## src/rtl/multicycle_controller_pkg.sv

```systemverilog
// Shared encodings for the multi-cycle MIPS controller: opcodes, states,
// datapath mux codes and the OpCode -> ALUOp table.
package multicycle_controller_pkg;

    localparam logic [5:0] OP_RTYPE  = 6'h00;
    localparam logic [5:0] OP_REGIMM = 6'h01;
    localparam logic [5:0] OP_J      = 6'h02;
    localparam logic [5:0] OP_JAL    = 6'h03;
    localparam logic [5:0] OP_BEQ    = 6'h04;
    localparam logic [5:0] OP_BNE    = 6'h05;
    localparam logic [5:0] OP_BLEZ   = 6'h06;
    localparam logic [5:0] OP_BGTZ   = 6'h07;
    localparam logic [5:0] OP_ADDI   = 6'h08;
    localparam logic [5:0] OP_ADDIU  = 6'h09;
    localparam logic [5:0] OP_SLTI   = 6'h0a;
    localparam logic [5:0] OP_SLTIU  = 6'h0b;
    localparam logic [5:0] OP_ANDI   = 6'h0c;
    localparam logic [5:0] OP_ORI    = 6'h0d;
    localparam logic [5:0] OP_LUI    = 6'h0f;
    localparam logic [5:0] OP_MUL    = 6'h1c;
    localparam logic [5:0] OP_LW     = 6'h23;
    localparam logic [5:0] OP_SW     = 6'h2b;

    localparam logic [5:0] FN_SLL = 6'h00;
    localparam logic [5:0] FN_SRL = 6'h02;
    localparam logic [5:0] FN_SRA = 6'h03;
    localparam logic [5:0] FN_JR  = 6'h08;

    typedef enum logic [3:0] {
        S_FETCH  = 4'd0,
        S_DECODE = 4'd1,
        S_EX_R   = 4'd2,
        S_EX_I   = 4'd3,
        S_EX_MA  = 4'd4,
        S_EX_BR  = 4'd5,
        S_EX_J   = 4'd6,
        S_MEM_RD = 4'd7,
        S_MEM_WR = 4'd8,
        S_WB_R   = 4'd9,
        S_WB_I   = 4'd10,
        S_WB_LD  = 4'd11
    } state_t;

    localparam logic [1:0] PCSRC_ALU    = 2'b00;
    localparam logic [1:0] PCSRC_ALUOUT = 2'b01;
    localparam logic [1:0] PCSRC_JUMP   = 2'b10;
    localparam logic [1:0] PCSRC_RS     = 2'b11;

    localparam logic [1:0] REGDST_RT = 2'b00;
    localparam logic [1:0] REGDST_RD = 2'b01;
    localparam logic [1:0] REGDST_RA = 2'b10;

    localparam logic [1:0] M2R_ALUOUT = 2'b00;
    localparam logic [1:0] M2R_MDR    = 2'b01;
    localparam logic [1:0] M2R_PC     = 2'b10;

    localparam logic [1:0] SRCA_PC    = 2'b00;
    localparam logic [1:0] SRCA_RS    = 2'b01;
    localparam logic [1:0] SRCA_SHAMT = 2'b10;

    localparam logic [1:0] SRCB_RT    = 2'b00;
    localparam logic [1:0] SRCB_FOUR  = 2'b01;
    localparam logic [1:0] SRCB_IMM   = 2'b10;
    localparam logic [1:0] SRCB_IMMSH = 2'b11;

    // ALU control shared with the single-cycle decoder; bit 4 flags the
    // unsigned/odd variant of each opcode pair.
    function automatic logic [4:0] aluop_table(input logic [5:0] op);
        logic [3:0] low;
        case (op)
            OP_RTYPE:          low = 4'b0010;
            OP_BEQ:            low = 4'b0001;
            OP_ANDI:           low = 4'b0100;
            OP_SLTI, OP_SLTIU: low = 4'b0101;
            OP_MUL:            low = 4'b0111;
            OP_BNE:            low = 4'b0110;
            OP_ORI:            low = 4'b0011;
            OP_BLEZ:           low = 4'b1000;
            OP_BGTZ:           low = 4'b1001;
            OP_REGIMM:         low = 4'b1010;
            default:           low = 4'b0000;
        endcase
        return {op[0], low};
    endfunction

endpackage

```

## src/rtl/mc_aluop_decode.sv

```systemverilog
// Combinational OpCode -> ALUOp decoder, shared with the single-cycle CPU.
module mc_aluop_decode
    import multicycle_controller_pkg::*;
(
    input  logic [5:0] op_code_i,
    output logic [4:0] alu_op_o
);

    assign alu_op_o = aluop_table(op_code_i);

endmodule

```

## src/rtl/multicycle_controller.sv

```systemverilog
// Sequencing FSM for the multi-cycle MIPS datapath. Outputs are decoded from
// the registered state, with the memory handshake qualifying the memory states.
module multicycle_controller
    import multicycle_controller_pkg::*;
#(
    parameter int MEM_TIMEOUT = 15,
    parameter int CNT_W       = 4
) (
    input  logic       clk,
    input  logic       reset,
    input  logic [5:0] OpCode,
    input  logic [5:0] Funct,
    input  logic       mem_ready,
    output logic       PCWrite,
    output logic       PCWriteCond,
    output logic [1:0] PCSource,
    output logic       IorD,
    output logic       MemRead,
    output logic       MemWrite,
    output logic       IRWrite,
    output logic       RegWrite,
    output logic [1:0] RegDst,
    output logic [1:0] MemtoReg,
    output logic [1:0] ALUSrcA,
    output logic [1:0] ALUSrcB,
    output logic       ExtOp,
    output logic       LuOp,
    output logic [4:0] ALUOp,
    output logic [3:0] state_o,
    output logic       mem_err,
    output logic       illegal_op
);

    localparam logic [CNT_W-1:0] CNT_LAST = CNT_W'(MEM_TIMEOUT - 1);

    state_t           state_q, state_d;
    logic [CNT_W-1:0] cnt_q, cnt_d;
    logic             mem_err_q, mem_err_d;
    logic [4:0]       aluop_tbl;
    logic             mem_state;
    logic             timeout;

    mc_aluop_decode u_aluop (
        .op_code_i (OpCode),
        .alu_op_o  (aluop_tbl)
    );

    assign mem_state = (state_q == S_FETCH) || (state_q == S_MEM_RD) || (state_q == S_MEM_WR);
    assign timeout   = mem_state && !mem_ready && (cnt_q == CNT_LAST);
    assign state_o   = state_q;
    assign mem_err   = mem_err_q && !reset;

    // State, wait counter and timeout flag registers with synchronous reset.
    always_ff @(posedge clk) begin
        if (reset) begin
            state_q   <= S_FETCH;
            cnt_q     <= '0;
            mem_err_q <= 1'b0;
        end else begin
            state_q   <= state_d;
            cnt_q     <= cnt_d;
            mem_err_q <= mem_err_d;
        end
    end

    // Next-state, wait-counter and per-state control strobes; reset forces strobes low.
    always_comb begin
        state_d     = state_q;
        cnt_d       = '0;
        mem_err_d   = 1'b0;
        PCWrite     = 1'b0;
        PCWriteCond = 1'b0;
        PCSource    = PCSRC_ALU;
        IorD        = 1'b0;
        MemRead     = 1'b0;
        MemWrite    = 1'b0;
        IRWrite     = 1'b0;
        RegWrite    = 1'b0;
        RegDst      = REGDST_RT;
        MemtoReg    = M2R_ALUOUT;
        ALUSrcA     = SRCA_PC;
        ALUSrcB     = SRCB_RT;
        ExtOp       = 1'b0;
        LuOp        = 1'b0;
        ALUOp       = 5'b0;
        illegal_op  = 1'b0;

        if (mem_state && !mem_ready && !timeout) begin
            cnt_d = cnt_q + 1'b1;
        end

        case (state_q)
            S_FETCH: begin
                MemRead = 1'b1;
                ALUSrcB = SRCB_FOUR;
                if (mem_ready) begin
                    IRWrite = 1'b1;
                    PCWrite = 1'b1;
                    state_d = S_DECODE;
                end else if (timeout) begin
                    mem_err_d = 1'b1;
                end
            end
            S_DECODE: begin
                ALUSrcB = SRCB_IMMSH;
                case (OpCode)
                    OP_RTYPE:                               state_d = (Funct == FN_JR) ? S_EX_J : S_EX_R;
                    OP_LW, OP_SW:                           state_d = S_EX_MA;
                    OP_REGIMM, OP_BEQ, OP_BNE,
                    OP_BLEZ, OP_BGTZ:                       state_d = S_EX_BR;
                    OP_J, OP_JAL:                           state_d = S_EX_J;
                    OP_ADDI, OP_ADDIU, OP_SLTI, OP_SLTIU,
                    OP_ANDI, OP_ORI, OP_LUI, OP_MUL:        state_d = S_EX_I;
                    default: begin
                        illegal_op = 1'b1;
                        state_d    = S_FETCH;
                    end
                endcase
            end
            S_EX_R: begin
                ALUSrcA = (Funct == FN_SLL || Funct == FN_SRL || Funct == FN_SRA) ? SRCA_SHAMT : SRCA_RS;
                ALUSrcB = SRCB_RT;
                ALUOp   = aluop_tbl;
                state_d = S_WB_R;
            end
            S_EX_I: begin
                ALUSrcA = SRCA_RS;
                ALUSrcB = (OpCode == OP_MUL) ? SRCB_RT : SRCB_IMM;
                ExtOp   = (OpCode != OP_ANDI);
                LuOp    = (OpCode == OP_LUI);
                ALUOp   = aluop_tbl;
                state_d = S_WB_I;
            end
            S_EX_MA: begin
                ALUSrcA = SRCA_RS;
                ALUSrcB = SRCB_IMM;
                ExtOp   = 1'b1;
                state_d = (OpCode == OP_LW) ? S_MEM_RD : S_MEM_WR;
            end
            S_EX_BR: begin
                ALUSrcA     = SRCA_RS;
                ALUSrcB     = SRCB_RT;
                PCWriteCond = 1'b1;
                PCSource    = PCSRC_ALUOUT;
                ALUOp       = aluop_tbl;
                state_d     = S_FETCH;
            end
            S_EX_J: begin
                PCWrite  = 1'b1;
                PCSource = (OpCode == OP_RTYPE && Funct == FN_JR) ? PCSRC_RS : PCSRC_JUMP;
                ALUOp    = aluop_tbl;
                if (OpCode == OP_JAL) begin
                    RegWrite = 1'b1;
                    RegDst   = REGDST_RA;
                    MemtoReg = M2R_PC;
                end
                state_d = S_FETCH;
            end
            S_MEM_RD: begin
                MemRead = 1'b1;
                IorD    = 1'b1;
                if (mem_ready) begin
                    state_d = S_WB_LD;
                end else if (timeout) begin
                    mem_err_d = 1'b1;
                    state_d   = S_FETCH;
                end
            end
            S_MEM_WR: begin
                MemWrite = 1'b1;
                IorD     = 1'b1;
                if (mem_ready) begin
                    state_d = S_FETCH;
                end else if (timeout) begin
                    mem_err_d = 1'b1;
                    state_d   = S_FETCH;
                end
            end
            S_WB_R: begin
                RegWrite = 1'b1;
                RegDst   = REGDST_RD;
                state_d  = S_FETCH;
            end
            S_WB_I: begin
                RegWrite = 1'b1;
                state_d  = S_FETCH;
            end
            S_WB_LD: begin
                RegWrite = 1'b1;
                MemtoReg = M2R_MDR;
                state_d  = S_FETCH;
            end
            default: state_d = S_FETCH;
        endcase

        if (reset) begin
            PCWrite     = 1'b0;
            PCWriteCond = 1'b0;
            PCSource    = 2'b00;
            IorD        = 1'b0;
            MemRead     = 1'b0;
            MemWrite    = 1'b0;
            IRWrite     = 1'b0;
            RegWrite    = 1'b0;
            RegDst      = 2'b00;
            MemtoReg    = 2'b00;
            ALUSrcA     = 2'b00;
            ALUSrcB     = 2'b00;
            ExtOp       = 1'b0;
            LuOp        = 1'b0;
            ALUOp       = 5'b0;
            illegal_op  = 1'b0;
        end
    end

endmodule

```

## config.mk

```make
export PLATFORM = sky130hd
export DESIGN_NAME = multicycle_controller
export DESIGN_NICKNAME = d
export VERILOG_FILES = /design/src/rtl/multicycle_controller_pkg.sv /design/src/rtl/mc_aluop_decode.sv /design/src/rtl/multicycle_controller.sv
export SDC_FILE = /design/constraint.sdc
export NUM_CORES = 1
export LEC_CHECK = 0
export ABC_CLOCK_PERIOD_IN_PS = 1950
export BUFFER_PORTS_ARGS = -buffer_cell sky130_fd_sc_hd__buf_2
export CORE_ASPECT_RATIO = 1.1
export CORE_UTILIZATION = 40
export CTS_CLUSTER_SIZE = 40
export DETAILED_ROUTE_END_ITERATION = 12
export GPL_TIMING_DRIVEN = 0
export PLACE_DENSITY = 0.68
export SETUP_SLACK_MARGIN = 0.3
export SLEW_MARGIN = 20
export SYNTH_ARGS = -nofsm -noshare
export SYNTH_HDL_FRONTEND = slang
export SYNTH_SLANG_ARGS = --single-unit
```

## constraint.sdc

```tcl
create_clock -name clk -period 1.95 [get_ports clk]
set_clock_uncertainty 0.05 [all_clocks]
set_input_delay 0 -clock clk [delete_from_list [all_inputs] [get_ports clk]]
set_output_delay 0 -clock clk [all_outputs]
set_load 0.1 [all_outputs]
```

After elaboration in Yosys (flattened, before gate mapping):

Memories as Yosys holds them, arrays and structs flattened.
Cells that the tools add are included.

* register bits: 9
* bits in read-only memories: 128
* input bits: 15
* output and inout bits: 30
* word-level logic and storage cells: 118
* memories: 1

Memories
* (name not given): depth 32, bits a word 4, read ports 1, clocked after Yosys merged registers in 0, wr ports 0, line multicycle_controller_pkg.sv:70 `case (op)`

* add/sub/neg operators: 1
* equality and inequality tests: 34
* mux-type cells: 49
* bitwise logic cells: 2
* reduce and logical (&&, ||, !) cells: 28

Operators with widths (count)
* 6-bit by 4-bit equality test with 1-bit output (second input constant): 8
* 4-bit case mux with 7 select lines: 1
* 6-bit by 2-bit equality test with 1-bit output (second input constant): 4
* 6-bit by 3-bit equality test with 1-bit output (second input constant): 4
* 4-bit 2-to-1 mux: 6
* 1-bit 2-to-1 mux: 22
* 4-bit equality test (second input constant): 5
* 18-bit OR reduction: 1
* 4-bit by 3-bit equality test with 1-bit output (second input constant): 4
* 2-bit 2-to-1 mux: 8
* 2-bit case mux with 2 select lines: 4
* 3-bit case mux with 5 select lines: 1
* 6-bit equality test (second input constant): 2
* 6-bit logical NOT: 2
* 3-bit OR reduction: 4
* 5-bit 2-to-1 mux: 2
* 2-bit OR reduction: 5
* 4-bit by 2-bit equality test with 1-bit output (second input constant): 2
* 2-bit case mux with 4 select lines: 1
* 8-bit OR reduction: 1
* 6-bit by 1-bit equality test with 1-bit output (second input constant): 1
* 6-bit by 5-bit equality test with 1-bit output (second input constant): 1
* 6-bit by 4-bit != test with 1-bit output (second input constant): 1
* 1-bit case mux with 2 select lines: 3
* 11 further kinds: 21

Depth between registers and ports, before layout:

Gate-level depths: netlist of the first run.

* word-level depth: 9
* gate-level depth with buffers: 6
* depth with buffers taken out: 6

Hierarchy:

From an unflattened synthesis of the first run, not the netlist that was laid out.

* cells, all modules: 169
* area total of the unflattened synthesis: 1171.1 um2

By module, submodules not included
* multicycle_controller: times used 1, cells each 147, area an instance 1017.2 um2, seq. area each 180.2 um2
* mc_aluop_decode: times used 1, cells each 22, area an instance 153.9 um2, seq. area each 0.0 um2

Least setup slack after synthesis of the first run:

Ideal clock, no wire load.

* path kind: reg2out
* start point: register state_q[0] (netlist: state_o[0])
* end point: output ALUOp[3]
* arrival time: 4.763 ns
* data required time: 1.900 ns
* path slack: -2.863 ns
* stages on the path, launching flop included: 5
* buffers on the path: 1
* path through: dfxtp_1 > clkbuf_1 > nand3b_1 > a21oi_1 > nor4b_1

* cells in the longest elaborated chain, start to end: 4
* elaborated cells on any way between the ends: 7
* those cells by class: 4 x eq/ne; 2 x mux; 1 x reduce/logical

RTL lines
* start, declared: line multicycle_controller.sv:36 `state_t state_q, state_d;`
* start signal, assigned: line multicycle_controller.sv:60 `state_q <= state_d;`
* 4-bit by 3-bit equality test with 1-bit output / 4-bit by 2-bit equality test with 1-bit output (equally long branches): line multicycle_controller.sv:92 `case (state_q)`
* 4-bit OR reduction (no line) *
* 5-bit 2-to-1 mux *: line multicycle_controller.sv:92
* 5-bit 2-to-1 mux *: line multicycle_controller.sv:196 `if (reset) begin`
* end, declared: line multicycle_controller.sv:28 `output logic [4:0] ALUOp,`

Every way passes the cells marked *; elsewhere a longest branch is shown, timed or not.

Worst setup path after layout of the first run:

* start point: register state_q[3] (netlist: state_o[3])
* end point: output ALUOp[2]

The elaborated chain is that of the path after synthesis.

==> out/qor.txt, run 1 <==
=======================================================================================
Number of cells on the worst hold path ...................................            3
Count of mapped cells out of synthesis ...................................          172
Input/output buffers .....................................................           42
Area grow syn2layout .....................................................         110%
Asr flop ratio synth .....................................................           0%
Hold path endpoint .......................................................   state_o[3]
Worst-case setup margin in the final layout ..............................   -0.0480 ns
Insertion delay to the later sink of the worst-skew pair .................      0.27 ns
Minimum hold slack .......................................................     0.105 ns
Final count of negative-setup-slack endpoints ............................            2
Slew HR ..................................................................        58.5%
Nets in the synthesized netlist ..........................................          193
Worst Reg-to-Reg Cells ...................................................            8
Top-level I/O count ......................................................           45
Buffer cell driving the clock tree root .................................. sky130_fd_sc_hd__clkbuf_4
Number of pins with negative max-slew slack in the final report ..........            0
Overall die area .........................................................    3170 um^2
Number of diodes .........................................................            0
Global-route usage over all layers .......................................        29.7%
Count of vias placed by the detailed router ..............................        1,777
Number of cell rows ......................................................           20
Dominant cell type by count on the critical path ......................... sky130_fd_sc_hd__buf_12
Number of enable-type register cells in the synthesized netlist ..........            0
Clock slew at reported path FFs ..........................................      0.06 ns
Number of global-route vias before repair ................................        1,516
Unique cell type count in the Yosys netlist ..............................           52
Reg2reg setup slack ......................................................      0.11 ns
Arr. time, crit path .....................................................      1.95 ns
Clock tree from TritonCTS ................................................         done
Number of nets with antenna violations after detailed routing ............            0
First-pass GRT wire length ...............................................      7030 um
Placed instance count ....................................................          247
Critical hold path startpoint ............................................    mem_ready
Period utilisation layout ................................................         102%
Top_reg_cell synth ....................................................... sky130_fd_sc_hd__dfxtp_1
Fraction of final layout cells with drive strength greater than 1 ........        58.5%
Mean cell area of the mapped netlist .....................................    6.85 um^2
Worst hold path type ..................................................... input port to flip-flop
Routed WL per cell .......................................................      21.6 um
Sequential area share after synthesis ....................................        15.3%
Buffers & Inverters on Critical Path .....................................            3
Kind of end point of the critical path ...................................  output port
Die X-Extent .............................................................      53.8 um
Result of the run ........................................................ finished, violations left
Hold-fix buffers, CTS ....................................................            0
TritonCTS buffer count ...................................................            3
Nature of the critical path startpoint ...................................    flip-flop
CP required ..............................................................      1.90 ns
Reg2Reg Launch Point .....................................................   state_o[3]
Critical path class ...................................................... flip-flop to output port
Cell with the biggest individual delay on the critical path .............. sky130_fd_sc_hd__dfxtp_4
Critical-path cell list .................................................. buf_8, or2_4, buf_12, a21oi_4, a21bo_4, a211oi_4, buf_12
HPWL Detailed ............................................................      2950 um
Initial antenna violation count ..........................................            0
Capture instance of the worst register-to-register path ..................   state_o[0]
Core ar. .................................................................    2780 um^2
Max Cap Viol .............................................................            0
Count of filler cells inserted in the layout .............................          141
Number of synthesized register bits ......................................            9
Number of detailed-routing iterations run before antenna repair ..........            4
Setup repair after global routing missed its margin ......................          yes
Number of violations reported at the end of detailed-routing iteration 0 .          125
Final critical path time including I/O delays and setup ..................      2.00 ns
Net count of the finished layout .........................................          263
Power density cells ......................................................  320 nW/um^2
Worst-case setup slack after placement ...................................    -0.228 ns
Post-detailed-route DRC marker count .....................................            0
Final Util ...............................................................        89.0%
Total wirelength of the detailed-routed design ...........................      5910 um
Total standard cell area after synthesis .................................    1180 um^2
Maximum number of pins on one net before global-route repair .............           11
Violated checks .......................................................... setup timing
Non-filler cells in the finished layout ..................................          274
Area share of the largest cell type after synthesis ......................        15.3%
Number of vias per cell after detailed routing ...........................         6.49
Global route overflow ....................................................            0
Critical path's top delay family ......................................... compound AO/OA/AOI/OAI gates
Synthesis Warnings .......................................................            0
Max Buffers Root-to-Sink .................................................            2
Starting density of the core .............................................        42.4%
Crit-path max FO .........................................................            4
Number of sinks on the clock net .........................................            9
Worst slew pin tran ......................................................     0.623 ns
Worst IR Drop VDD ........................................................   0.000381 V
Most common library cell in the layout ignoring fill and taps ............ sky130_fd_sc_hd__buf_12
Top area cells in the synthesized netlist ................................ sky130_fd_sc_hd__dfxtp_1 15%, sky130_fd_sc_hd__ha_1 6.4%, sky130_fd_sc_hd__a21oi_1 5.9%
Static leakage power .....................................................     0.930 nW
Number of failing hold endpoints at the final stage ......................            0
Setup_tns ................................................................   -0.0650 ns
Commonest cells after routing, fill and taps aside ....................... 22 x sky130_fd_sc_hd__buf_12, 21 x sky130_fd_sc_hd__buf_2, 16 x sky130_fd_sc_hd__buf_4
Post-synthesis cell type with the largest combined area .................. sky130_fd_sc_hd__dfxtp_1
Biggest cell delay along the critical path ...............................      0.35 ns
Highest clock frequency the design can meet ..............................      501 MHz
Placer Congestion ........................................................        0.871
Number of H-tree levels ..................................................            1
Vertical extent of the die ...............................................      58.9 um
=======================================================================================
[worst reg2reg max path: cells and delay by family (launching register included)]
family	cells	cell delay, ns
buf+inv	6	0.78
compound gates	2	0.53
flops	1	0.35
[report_power, final]
group | switching, W | internal, W
clock network | 0.0000700 | 0.0000792
registers | 0.0000117 | 0.000186
logic | 0.000280 | 0.000164
total | 0.000361 | 0.000429
[cell usage after synthesis, types with 5 or more instances]
cell,n
sky130_fd_sc_hd__a21oi_1,14
sky130_fd_sc_hd__buf_2,5
sky130_fd_sc_hd__clkbuf_1,8
sky130_fd_sc_hd__dfxtp_1,9
sky130_fd_sc_hd__ha_1,6
sky130_fd_sc_hd__inv_1,7
sky130_fd_sc_hd__nand2_1,9
sky130_fd_sc_hd__nand2b_1,5
sky130_fd_sc_hd__nand3_1,6
sky130_fd_sc_hd__nor2_1,17
sky130_fd_sc_hd__nor2b_1,9
sky130_fd_sc_hd__nor3_1,12
sky130_fd_sc_hd__o21ai_0,8
[metal layers]
metal / vias to the layer above / GRT usage [%] / share of wire, %
li1: 770 / - / -
met1: 834 / 35.0 / 36
met2: 131 / 53.8 / 51
met3: 42 / 3.62 / 6.7
met4: 0 / 9.40 / 7.0
met5: - / 0 / 0
[how the worst max path moves through the flow]
stage          startpoint          end  cells past startpoint
2_1_floorplan  state_o[0]     ALUOp[2]                      5
3_3_place_gp    OpCode[1]     ALUOp[2]                      8
4_1_cts        state_o[3]     ALUOp[2]                      7
6_report       state_o[3]     ALUOp[2]                      7
3_5_place_dp    OpCode[1]     ALUOp[2]                      8
5_1_grt        state_o[3]  MemtoReg[1]                      6
[final cells by class]
type                       count  area (um^2)  share of cell area, %
multi-input combinational    141         1290                   52.3
inverter                       8         33.8                   1.37
tap                           33         41.3                   1.67
timing repair buffer          65          751                   30.4
sequential                     9          195                   7.90
clock buffer                   4         26.3                   1.06
buffer                        14          131                   5.32
[metrics by stage]
step	area (um^2)	power (W)
2_1_floorplan	1480	0.000446
3_3_place_gp	1730	0.000503
3_5_place_dp	1730	0.000510
4_1_cts	2210	0.000707
5_1_grt	2470	0.000820
6_report	2470	0.000790
[state kept, by name, indices dropped and copies added (netlist names)]
name       flops
cnt_q          4
state_o        4
mem_err_q      1
[logic make-up after synthesis]
group / Yosys count / share of synthesized area (%)
AND/OR/NAND/NOR: 85 / 40.6
AO/OA/AOI/OAI: 48 / 28.7
buffers and inverters: 22 / 7.64
flip-flops: 9 / 15.3
adder cells (fa/ha/maj): 6 / 6.37
XOR/XNOR: 2 / 1.49
[what timing repair did]
item / in CTS / in global routing
pin swaps: 10 / 16
setup buffers: 10 / 12
gates cloned: 1 / 0
endpoints found under the setup margin: 30 / 30
resized for setup: 97 / 39
(Power assumes the default switching activity.)
==> run 2, diff against run 1 <==
--- a/config.mk
+++ b/config.mk
@@ -13,7 +13,7 @@
 export DETAILED_ROUTE_END_ITERATION = 12
 export GPL_TIMING_DRIVEN = 0
 export PLACE_DENSITY = 0.68
-export SETUP_SLACK_MARGIN = 0.3
+export SETUP_SLACK_MARGIN = 0.4
 export SLEW_MARGIN = 20
 export SYNTH_ARGS = -nofsm -noshare
 export SYNTH_HDL_FRONTEND = slang
==> out/qor.txt, run 2 (synthesized netlist as in run 1, its figures left out) <==
=======================================================================================
Static leakage power .....................................................     0.996 nW   +7.2%
Clock slew at reported path FFs ..........................................      0.07 ns   about the same
Final critical path time including I/O delays and setup ..................      2.05 ns   +0.0482 ns
Total wirelength of the detailed-routed design ...........................      7150 um   +21%
Reg2reg setup slack ......................................................      0.04 ns   -0.07 ns
Number of violations reported at the end of detailed-routing iteration 0 .          151   +21%
Initial antenna violation count ..........................................            0   unchanged
Worst Reg-to-Reg Cells ...................................................            8   unchanged
Kind of end point of the critical path ...................................  output port
Number of failing hold endpoints at the final stage ......................            0   unchanged
Worst-case setup margin in the final layout ..............................   -0.0962 ns   -0.0482 ns
Worst hold path type ..................................................... input port to flip-flop
Nature of the critical path startpoint ...................................    flip-flop
Number of pins with negative max-slew slack in the final report ..........            0   unchanged
Overall die area .........................................................    3170 um^2   unchanged
Number of cell rows ......................................................           20   unchanged
HPWL Detailed ............................................................      3000 um   +1.8%
Global route overflow ....................................................            0   unchanged
Setup_tns ................................................................    -0.240 ns   -0.175 ns
First-pass GRT wire length ...............................................      7370 um   +4.8%
Arr. time, crit path .....................................................      2.00 ns   +0.05 ns
Critical path's top delay family ......................................... compound AO/OA/AOI/OAI gates
Core ar. .................................................................    2780 um^2   unchanged
Insertion delay to the later sink of the worst-skew pair .................      0.27 ns   about the same
Critical-path cell list .................................................. clkbuf_8, nand3b_1, a21oi_4, a21bo_4, a211oi_4, buf_12
Worst IR Drop VDD ........................................................   0.000350 V   -8.1%
Buffers & Inverters on Critical Path .....................................            2   -1
Clock tree from TritonCTS ................................................         done
Non-filler cells in the finished layout ..................................          282   +2.9%
Number of sinks on the clock net .........................................            9   unchanged
Capture instance of the worst register-to-register path ..................     cnt_q[1]
Number of diodes .........................................................            0   unchanged
Worst-case setup slack after placement ...................................    -0.219 ns   +0.00956 ns
Number of global-route vias before repair ................................        1,569   +3.5%
Number of detailed-routing iterations run before antenna repair ..........            5   +1
Input/output buffers .....................................................           42   unchanged
Worst Setup SP ...........................................................   state_o[0]
Maximum number of pins on one net before global-route repair .............           11   unchanged
Routed WL per cell .......................................................      25.4 um   +18%
CP required ..............................................................      1.90 ns   about the same
Area after detailed placement ............................................    1750 um^2   +0.94%
Final count of negative-setup-slack endpoints ............................            6   +4
Most common library cell in the layout ignoring fill and taps ............ sky130_fd_sc_hd__buf_12
Post-detailed-route DRC marker count .....................................            0   unchanged
Vertical extent of the die ...............................................      58.9 um   unchanged
Reg2Reg Launch Point .....................................................   state_o[3]
Result of the run ........................................................ finished, violations left
Slew HR ..................................................................        38.6%   -20 points
TritonCTS buffer count ...................................................            3   unchanged
Count of filler cells inserted in the layout .............................           64   -55%
Top-level I/O count ......................................................           45   unchanged
Power density cells ......................................................  322 nW/um^2   +0.60%
Placer Congestion ........................................................        0.872   +0.15%
Net count of the finished layout .........................................          271   +3.0%
Total number of cells along the worst setup path .........................            6   -1
Violated checks .......................................................... setup timing
Number of nets with antenna violations after detailed routing ............            0   unchanged
CP endpoint ..............................................................     ALUOp[2]
Fraction of final layout cells with drive strength greater than 1 ........        63.9%   +5.3 points
Placed instance count ....................................................          247   unchanged
Buffer cell driving the clock tree root .................................. sky130_fd_sc_hd__clkbuf_4
Global-route usage over all layers .......................................        32.2%   +2.5 points
Count of vias placed by the detailed router ..............................        1,949   +9.7%
Critical path class ...................................................... flip-flop to output port
Max Buffers Root-to-Sink .................................................            2   unchanged
Crit-path max FO .........................................................           10   +6
Period utilisation layout ................................................         105%   +2.5 points
Design Area, Final .......................................................    2660 um^2   +7.8%
Die X-Extent .............................................................      53.8 um   unchanged
Number of vias per cell after detailed routing ...........................         6.91   +6.6%
Starting density of the core .............................................        42.4%   unchanged
Worst slew pin tran ......................................................     0.913 ns   +0.290 ns
Minimum hold slack .......................................................     0.163 ns   +0.0582 ns
Cell with the biggest individual delay on the critical path .............. sky130_fd_sc_hd__dfxtp_4
Setup repair after global routing missed its margin ......................          yes
Commonest cells after routing, fill and taps aside ....................... 26 x sky130_fd_sc_hd__buf_12, 23 x sky130_fd_sc_hd__buf_2, 15 x sky130_fd_sc_hd__buf_6, 15 x sky130_fd_sc_hd__buf_4
Highest clock frequency the design can meet ..............................      489 MHz   -2.4%
Biggest cell delay along the critical path ...............................      0.38 ns   +0.03 ns
Area grow syn2layout .....................................................         126%
Max Cap Viol .............................................................            0   unchanged
Number of H-tree levels ..................................................            1   unchanged
=======================================================================================
run 2: cell type report:
type | count | area [um^2] | area share, %
sequential | 9 | 195 | 7.33
buffer | 14 | 153 | 5.73
inverter | 8 | 33.8 | 1.27
clock buffer | 4 | 26.3 | 0.986
tap | 33 | 41.3 | 1.55
multi-input combinational | 141 | 1340 | 50.4
timing repair buffer | 73 | 872 | 32.7
run 2: per-layer routing:
layer | routed length [um] | up-vias | track usage (%)
met5 | 0 | - | 0
met4 | 598 | 0 | 19.5
met3 | 661 | 70 | 3.88
met2 | 3490 | 190 | 56.6
met1 | 2400 | 897 | 35.6
li1 | - | 792 | -
run 2: through the flow:
step                      utilization, %  total power (W)
after floorplan                        -         0.000449
after global placement              62.9         0.000506
after detailed placement            62.9         0.000512
after CTS                           87.9         0.000773
after global routing                95.9         0.000880
final                               95.9         0.000857
run 2: worst min-delay path by stage:
stage               startpoint    endpoint  slack [ns]  cells past startpoint
finish               mem_ready  state_o[3]        0.16                      3
global route         mem_ready  state_o[3]        0.19                      3
CTS                  mem_ready  state_o[3]        0.08                      3
detailed placement   mem_ready  state_o[3]        0.34                      3
global placement     mem_ready  state_o[3]        0.35                      3
floorplan            mem_ready  state_o[3]        0.13                      2
run 2: report_power, final:
part	leakage, nW	switching [W]	internal (W)
Combinational	0.905	0.000315	0.000192
Sequential	0.0760	0.00000821	0.000186
Clock	0.0150	0.0000767	0.0000793
Total	0.996	0.000400	0.000457
run 2: repair_timing:
action	4_1_cts	5_1_grt
hold buffers	0	0
pin swaps	20	18
gates resized for setup	128	40
setup endpoints to repair	29	34
buffers inserted	20	11
run 2: tightest hold or removal path, delay by kind of cell:
| kind | cells | cell delay, ns |
|---|---|---|
| compound gates | 1 | 0.07 |
| simple gates | 1 | 0.17 |
| buf+inv | 1 | 0.21 |
